===== src/rtl/vect_alu_arbiter.sv =====
// Round-robin arbiter sharing one combinational vector ALU between the instruction pipeline (port 0)
// and the FIR tap engine (port 1). One transaction in flight: IDLE -> EXEC -> RESP -> IDLE.
module vect_alu_arbiter_lane #(
  parameter int N = 8
) (
  input  logic         clk,
  input  logic         rst,
  input  logic         cap_i,
  input  logic         legal_i,
  input  logic [N-1:0] res_i,
  output logic [N-1:0] q_o
);
  logic [N-1:0] q_q;

  always_ff @(posedge clk or posedge rst)
    if (rst)        q_q <= '0;
    else if (cap_i) q_q <= legal_i ? res_i : '0;

  assign q_o = q_q;
endmodule

module vect_alu_arbiter #(
  parameter int N = 8,
  parameter int M = 16
) (
  input  logic           clk,
  input  logic           rst,
  input  logic [1:0]     req_valid,
  output logic [1:0]     req_ready,
  input  logic [3:0]     req0_ctrl,
  input  logic [M*N-1:0] req0_a,
  input  logic [M*N-1:0] req0_b,
  input  logic [3:0]     req1_ctrl,
  input  logic [M*N-1:0] req1_a,
  input  logic [M*N-1:0] req1_b,
  output logic [3:0]     alu_ctrl,
  output logic [M*N-1:0] alu_a,
  output logic [M*N-1:0] alu_b,
  input  logic [M*N-1:0] alu_result,
  input  logic [3:0]     alu_flags,
  output logic [1:0]     rsp_valid,
  input  logic [1:0]     rsp_ready,
  output logic [M*N-1:0] rsp_data,
  output logic [3:0]     rsp_flags,
  output logic           rsp_err,
  output logic           busy
);
  typedef enum logic [1:0] {IDLE, EXEC, RESP} state_t;

  state_t         state_q, state_d;
  logic           last_q, gnt_q;
  logic [3:0]     ctrl_q, flags_q;
  logic [M*N-1:0] a_q, b_q;
  logic           err_q;
  logic           any_req, gnt, accept, done, legal, cap;
  logic [M-1:0][N-1:0] rsp_lanes;

  // On a tie the requester that did not win last time goes next.
  assign any_req = |req_valid;
  always_comb begin
    gnt = 1'b0;
    case (req_valid)
      2'b01:   gnt = 1'b0;
      2'b10:   gnt = 1'b1;
      2'b11:   gnt = ~last_q;
      default: gnt = 1'b0;
    endcase
  end

  assign accept = (state_q == IDLE) && any_req;
  assign done   = (state_q == RESP) && rsp_ready[gnt_q];
  assign legal  = (ctrl_q[3:2] == 2'b10);
  assign cap    = (state_q == EXEC);

  always_ff @(posedge clk or posedge rst)
    if (rst) state_q <= IDLE;
    else     state_q <= state_d;

  always_comb begin
    state_d = state_q;
    case (state_q)
      IDLE:    if (any_req) state_d = EXEC;
      EXEC:    state_d = RESP;
      RESP:    if (done) state_d = IDLE;
      default: state_d = IDLE;
    endcase
  end

  always_comb begin
    req_ready = 2'b00;
    rsp_valid = 2'b00;
    if (accept)            req_ready[gnt]   = 1'b1;
    if (state_q == RESP)   rsp_valid[gnt_q] = 1'b1;
  end

  always_ff @(posedge clk or posedge rst)
    if (rst) begin
      last_q <= 1'b1;
      gnt_q  <= 1'b0;
      ctrl_q <= '0;
      a_q    <= '0;
      b_q    <= '0;
    end else begin
      if (accept) begin
        gnt_q  <= gnt;
        ctrl_q <= gnt ? req1_ctrl : req0_ctrl;
        a_q    <= gnt ? req1_a    : req0_a;
        b_q    <= gnt ? req1_b    : req0_b;
      end
      if (done) last_q <= gnt_q;
    end

  always_ff @(posedge clk or posedge rst)
    if (rst) begin
      flags_q <= '0;
      err_q   <= 1'b0;
    end else if (cap) begin
      flags_q <= legal ? alu_flags : 4'h0;
      err_q   <= ~legal;
    end

  // Lane i sits at bits [(M-1-i)*N +: N], i.e. packed element M-1-i.
  for (genvar i = 0; i < M; i++) begin : g_lane
    vect_alu_arbiter_lane #(.N(N)) u_lane (
      .clk     (clk),
      .rst     (rst),
      .cap_i   (cap),
      .legal_i (legal),
      .res_i   (alu_result[(M-1-i)*N +: N]),
      .q_o     (rsp_lanes[M-1-i])
    );
  end

  assign rsp_data  = rsp_lanes;
  assign rsp_flags = flags_q;
  assign rsp_err   = err_q;
  assign alu_ctrl  = ctrl_q;
  assign alu_a     = a_q;
  assign alu_b     = b_q;
  assign busy      = (state_q != IDLE);
endmodule


===== config.mk =====
export PLATFORM = sky130hd
export DESIGN_NAME = vect_alu_arbiter
export DESIGN_NICKNAME = d
export VERILOG_FILES = /design/src/rtl/vect_alu_arbiter.sv
export SDC_FILE = /design/constraint.sdc
export NUM_CORES = 1
export LEC_CHECK = 0
export BUFFER_PORTS_ARGS = -buffer_cell sky130_fd_sc_hd__buf_4
export CORE_AREA = 2 2 410 412
export CTS_CLUSTER_SIZE = 10
export DETAILED_ROUTE_END_ITERATION = 16
export DIE_AREA = 0 0 412 414
export HOLD_SLACK_MARGIN = 0.02
export MAX_ROUTING_LAYER = met4
export SYNTH_ARGS = -nofsm -noshare
export SYNTH_HDL_FRONTEND = slang
export SYNTH_SLANG_ARGS = --single-unit

===== constraint.sdc =====
create_clock -name clk -period 11.3 [get_ports clk]
set_clock_uncertainty 0.1 [all_clocks]
set_input_delay 1.13 -clock clk [delete_from_list [all_inputs] [get_ports clk]]
set_output_delay 1.13 -clock clk [all_outputs]
set_load 0.01 [all_outputs]

Yosys cells after proc, flatten, opt, wreduce, memory -nomap -nowiden

Index checks and enable logic that the tools add are counted.

Register bits: 397
Latch bits: 0
RAM bits: 0
ROM bits: 0
Input port bits: 658
Output and inout bits: 398
Word-level logic and storage cells: 77
Memories kept: 0

$add $sub $neg: 0
$mul: 0
Divide/modulo/power cells: 0
Magnitude comparators: 4
Eq/ne operators: 7
Shift-type cells: 0
Mux-type cells: 32
Bitwise operators: 2
Reduce and logical (&&, ||, !) cells: 8

Operator list:

| cell                                                                         | count |
|---|---|
| 128-bit 2-to-1 mux                                                           | 2 |
| 8-bit 2-to-1 mux                                                             | 16 |
| 2-bit == test, second input constant                                         | 4 |
| 2-bit 2-to-1 mux                                                             | 4 |
| 4-bit 2-to-1 mux                                                             | 2 |
| 2-bit one-hot mux with 3 select lines                                        | 1 |
| 1-bit logical AND                                                            | 4 |
| 1-bit by 2-bit less-than comparator with 1-bit output, second input constant | 2 |
| 1-bit 2-to-1 mux                                                             | 4 |
| 2-bit != test, second input constant                                         | 2 |
| 1-bit demux with 1-bit select                                                | 2 |
| 2-bit by 1-bit == test with 1-bit output, second input constant              | 1 |
| 1-bit greater-or-equal comparator, second input constant                     | 2 |
| 2-bit logical NOT                                                            | 1 |
| 1-bit inverter                                                               | 2 |
| 1-bit one-hot mux with 2 select lines                                        | 1 |
| 2-bit AND reduction                                                          | 1 |
| 2-bit nonzero test                                                           | 1 |
| 2-bit OR reduction                                                           | 1 |

Depth between registers and ports, before layout

Depth in word-level cells: 7
Depth in mapped cells: 6
Gate-level depth less buffers: 3

By module

A second synthesis with hierarchy kept.

Cells, all modules: 1,254
Area total of the unflattened synthesis: 16,504.6 µm²

By module, submodules not included:

| module                | instances | cells an instance | area an instance (µm²) | seq. area each (µm²) |
|---|---|---|---|---|
| vect_alu_arbiter      | 1         | 934               | 11,780.0               | 6,732.7 |
| vect_alu_arbiter_lane | 16        | 20                | 295.3                  | 200.2 |

Least setup slack after synthesis

Ideal clock, no wire load.

Kind: input to output
Start point: in req_valid[1]
End point: out req_ready[1]
Data arrival time: 2.018 ns
Slack: 8.052 ns
Cell stages on the path: 4
Path through: a21boi_2 -> buf_2 -> clkbuf_1 -> and2_1

Word-level cells in the longest chain between the ends: 7
Elaborated cells between the ends (all ways): 11
Those cells by class: order compare: 2; eq/ne: 2; mux: 4; reduce/logical: 3

Ends and longest elaborated chain:

| what                                                                                                                             | line | text |
|---|---|---|
| from (decl)                                                                                                                      | 28   | `input logic [1:0] req_valid,` |
| 2-bit == test                                                                                                                    | 62   | `case (req_valid)` |
| 1-bit one-hot mux with 2 select lines                                                                                            | 62   |  |
| 1-bit by 2-bit less-than comparator with 1-bit output (implied by the code) or 1-bit greater-or-equal comparator (tied branches) | 92   | `if (accept) req_ready[gnt] = 1'b1;` |
| 1-bit logical AND (implied by the code)                                                                                          | 92   |  |
| 1-bit 2-to-1 mux (implied by the code)                                                                                           | 92   |  |
| 1-bit demux with 1-bit select                                                                                                    | 92   |  |
| 2-bit 2-to-1 mux (*)                                                                                                             | 92   |  |
| to (decl)                                                                                                                        | 29   | `output logic [1:0] req_ready,` |

Every way passes the cells marked *; elsewhere a longest branch is shown, timed or not.

Worst setup path after layout

Start point: reg state_q[1]
End point: reg a_q[48] (netlist: alu_a[48])

Word-level cells in the longest chain between the ends: 2

Ends and longest elaborated chain:

| what                   | line | text |
|---|---|---|
| from (decl)            | 50   | `state_t state_q, state_d;` |
| from (signal assigned) | 77   | `else state_q <= state_d;` |
| 2-bit logical NOT      | 70   | `assign accept = (state_q == IDLE) && any_req;` |
| 1-bit logical AND      | 70   |  |
| to (signal assigned)   | 107  | `a_q <= gnt ? req1_a : req0_a;` |
| to (decl)              | 53   | `logic [M*N-1:0] a_q, b_q;` |

Every way passes these cells.
A chain may end at the register's enable or synchronous reset.

==> results.py <==
metrics = {
    "synth": {
        "synth_xor_area_share_pct": 0,
        "syn-cell-area_um2": 16110,
        "ys_warn_count": 0,
        "async_reset_ff_share_pct": 100.0,
        "synth_top_area_share_pct": 61.51,
        "ys_seq_area_share_pct": 61.68,
        "synthCells": 1216,
        "yosys-top-cells-count": "dfrtp_1, and3_1, a221o_1",
        "synthTopCellsByArea": "dfrtp_1, a221o_1, and3_1",
        "synth_edf_count": 0,
        "synth_compound_area_share_pct": 23.64,
        "syn-mean-instance-area_um2": 13.25,
        "synthesis.nets": 1874,
        "synthAdderAreaFrac_pct": 0,
        "synth_simple_gate_area_share_pct": 10.52,
        "muxShareOfSynthArea_pct": 0.06990,
        "ys_types": 22,
        "synthFlopType": "dfrtp_1",
        "yosysMostFrequentCell": "dfrtp_1",
        "synth-seq-cells": 397,
        "synth.largest_area_cell": "dfrtp_1",
        "synth_top_family_by_area": "compound AO/OA/AOI/OAI gates",
    },
    "pwr": {
        "comb_power_share_pct": 47.4,
        "swShare_pct": 41.01,
        "seqPwrFrac_pct": 31.6,
        "power.density_nw_per_um2": 288.9,
        "p_int_mw": 4.802,
        "peakVddDrop_mv": 0.1438,
        "p_switching_mw": 3.339,
        "clockPowerShare_pct": 21.0,
        "power_mw": 8.141,
        "p_leak_nw": 14.07,
    },
    "route": {
        "wirelength_um": 135900,
        "vias": 16880,
        "drc_errors": 0,
        "vias_per_cell": 3.771,
        "ant_nets": 0,
        "drtIter0Drc": 1684,
        "first_pass_iters": 5,
        "wl_per_cell_um": 30.37,
    },
    "critical_path": {
        "criticalPathCategory": "flip-flop to flip-flop",
        "cp-end-kind": "flip-flop",
        "cp.required_ns": 11.78,
        "crit_path_start_kind": "flip-flop",
        "crit_fanout": 147,
        "worstPathArrival_ns": 4.83,
    },
    "clock_tree": {
        "insertion_delay_ns": 0.67,
        "cts_resized": 0,
        "htreeDepth": 2,
        "cts-root-buf": "clkbuf_16",
        "holdBufCountCts": 0,
        "cts_tree": "done",
        "post-cts-setup-buffer-count": 0,
        "cts.sinks": 397,
        "cts_made_buffers": 54,
        "clk_path_buf_depth": 3,
        "path_clk_slew_ns": 0.06,
    },
    "sta": {
        "slew-limit-headroom_pct": 13.67,
        "timing.hold.ws_ns": 0.4087,
        "period_minus_slack_ns": 4.356,
        "drv_slew": 0,
        "max_freq_ghz": 0.2296,
        "worstMarginPinSlew_ns": 1.295,
        "rsz0062_at_grt": "false",
        "setup_viol": 0,
        "min_period_over_period_pct": 38.55,
        "tns_ns": 0,
        "finalHoldViolCount": 0,
    },
    "grt": {
        "grt_overflow": 0,
        "antenna_found_initial": 73,
        "grtUsageTotal_pct": 15.71,
        "grt_pass1_wl_um": 173000,
        "grt_pass1_vias": 16630,
        "grt_max_degree": 148,
    },
    "cells_and_area": {
        "drive_gt1_share_pct": 52.01,
        "area_growth_pct": 74.90,
        "multi_input_area_um2": 5559,
        "seq_area_um2": 9936,
        "fillers": 18510,
        "nets": 2859,
    },
    "placement": {
        "gp_congestion": 1.060,
        "numPortBuffers": 1055,
        "hpwl_um": 110900,
    },
    "die": {
        "die_area_um2": 170600,
        "core_area_um2": 166300,
        "initial_utilization_pct": 9.688,
        "die_h_um": 414,
        "rows": 150,
        "num_io_pins": 1056,
        "die-width_um": 412,
    },
    "flow_run": {
        "cap_violations": 0,
    },
    "hold_path": {
        "hold_class": "flip-flop to flip-flop",
    },
    "status": {
        "status": "finished clean",
    },
}
-- metrics by stage --
step / instance area (um2) / util (%) / instances / worst slack, ns
floorplan: 16110 / - / 1216 / 4.727
global placement: 26380 / 15.86 / 4349 / 6.647
detailed placement: 26380 / 15.86 / 4349 / 6.519
CTS: 28080 / 16.88 / 4438 / 6.870
global route: 28140 / 16.92 / 4464 / 6.774
finish: 28170 / 16.94 / 4477 / 6.944
-- worst max-delay path, cell delays in order (launching register included) --
cell and delay (ns):
dfrtp_1 0.43, nor2_4 0.84, and3_4 0.87, buf_4 0.80
buf_12 0.47, a221o_1 0.29
-- cell usage in the layout, fill, tap and decap left out, types with 2 or more instances in the layout --
cell and instances:
a21o_1 2, a221o_1 260, a22o_1 133, and2_1 2, and3_1 260, buf_12 4, buf_4 1069, clkbuf_1 9
clkbuf_16 54, clkbuf_8 8, clkinv_16 2, clkinv_2 6, clkinv_4 2, clkinvlp_4 5, dfrtp_1 396, diode_2 39
inv_1 3, inv_6 2, nand2b_1 2
-- registers in the layout (all words and copies together), names as in the netlist --
| signal | flops |
|---|---|
| alu_a | 128 |
| alu_b | 128 |
| g_lane.u_lane.q_o | 128 |
| alu_ctrl | 4 |
| rsp_flags | 4 |
| state_q | 2 |
| gnt_q | 1 |
| last_q | 1 |
| rsp_err | 1 |
-- layer usage --
metal	track usage (%)	up-vias	wire length, um
li1	-	6929	-
met1	19.04	8843	55600
met2	25.06	947	64330
met3	5.626	163	12940
met4	3.031	0	3077
met5	-	-	0
-- final cells by class --
class	instances	share of cell area, %
clock buffer	71	5.307
sequential	397	35.27
tap	2204	9.788
clock inverter	18	0.7283
timing repair buffer	1073	28.77
multi-input combinational	671	19.73
inverter	4	0.06661
antenna	39	0.3464
-- path summary, 6_finish.rpt --
kind	endpoint	startpoint	slack, ns	depth (start not counted)
max in group asynchronous	alu_a[96]	rst	8.56	4
worst min-delay path	rsp_flags[3]	rsp_flags[3]	0.41	1
min in group asynchronous	g_lane[15].u_lane.q_o[3]	rst	0.43	2
worst min register to register	rsp_flags[3]	rsp_flags[3]	0.41	1
worst max-delay path	alu_a[48]	state_q[1]	6.94	5
worst max register to register	alu_a[48]	state_q[1]	6.94	5
-- logic make-up after synthesis --
kind of cell | after synthesis
AND/OR/NAND/NOR | 271
AO/OA/AOI/OAI | 399
buffers and inverters | 148
multiplexers | 1
flip-flops | 397
-- power by group through the flow --
stage               logic, mW  clock network [mW]  registers, mW
global route             4.07                1.81           2.65
finish                   3.86                1.71           2.57
floorplan                1.34                   0           2.81
detailed placement       3.95                   0           2.55
CTS                      3.96                1.77           2.56
global placement         3.92                   0           2.57
Note: power is estimated with default switching activity, not from simulation.
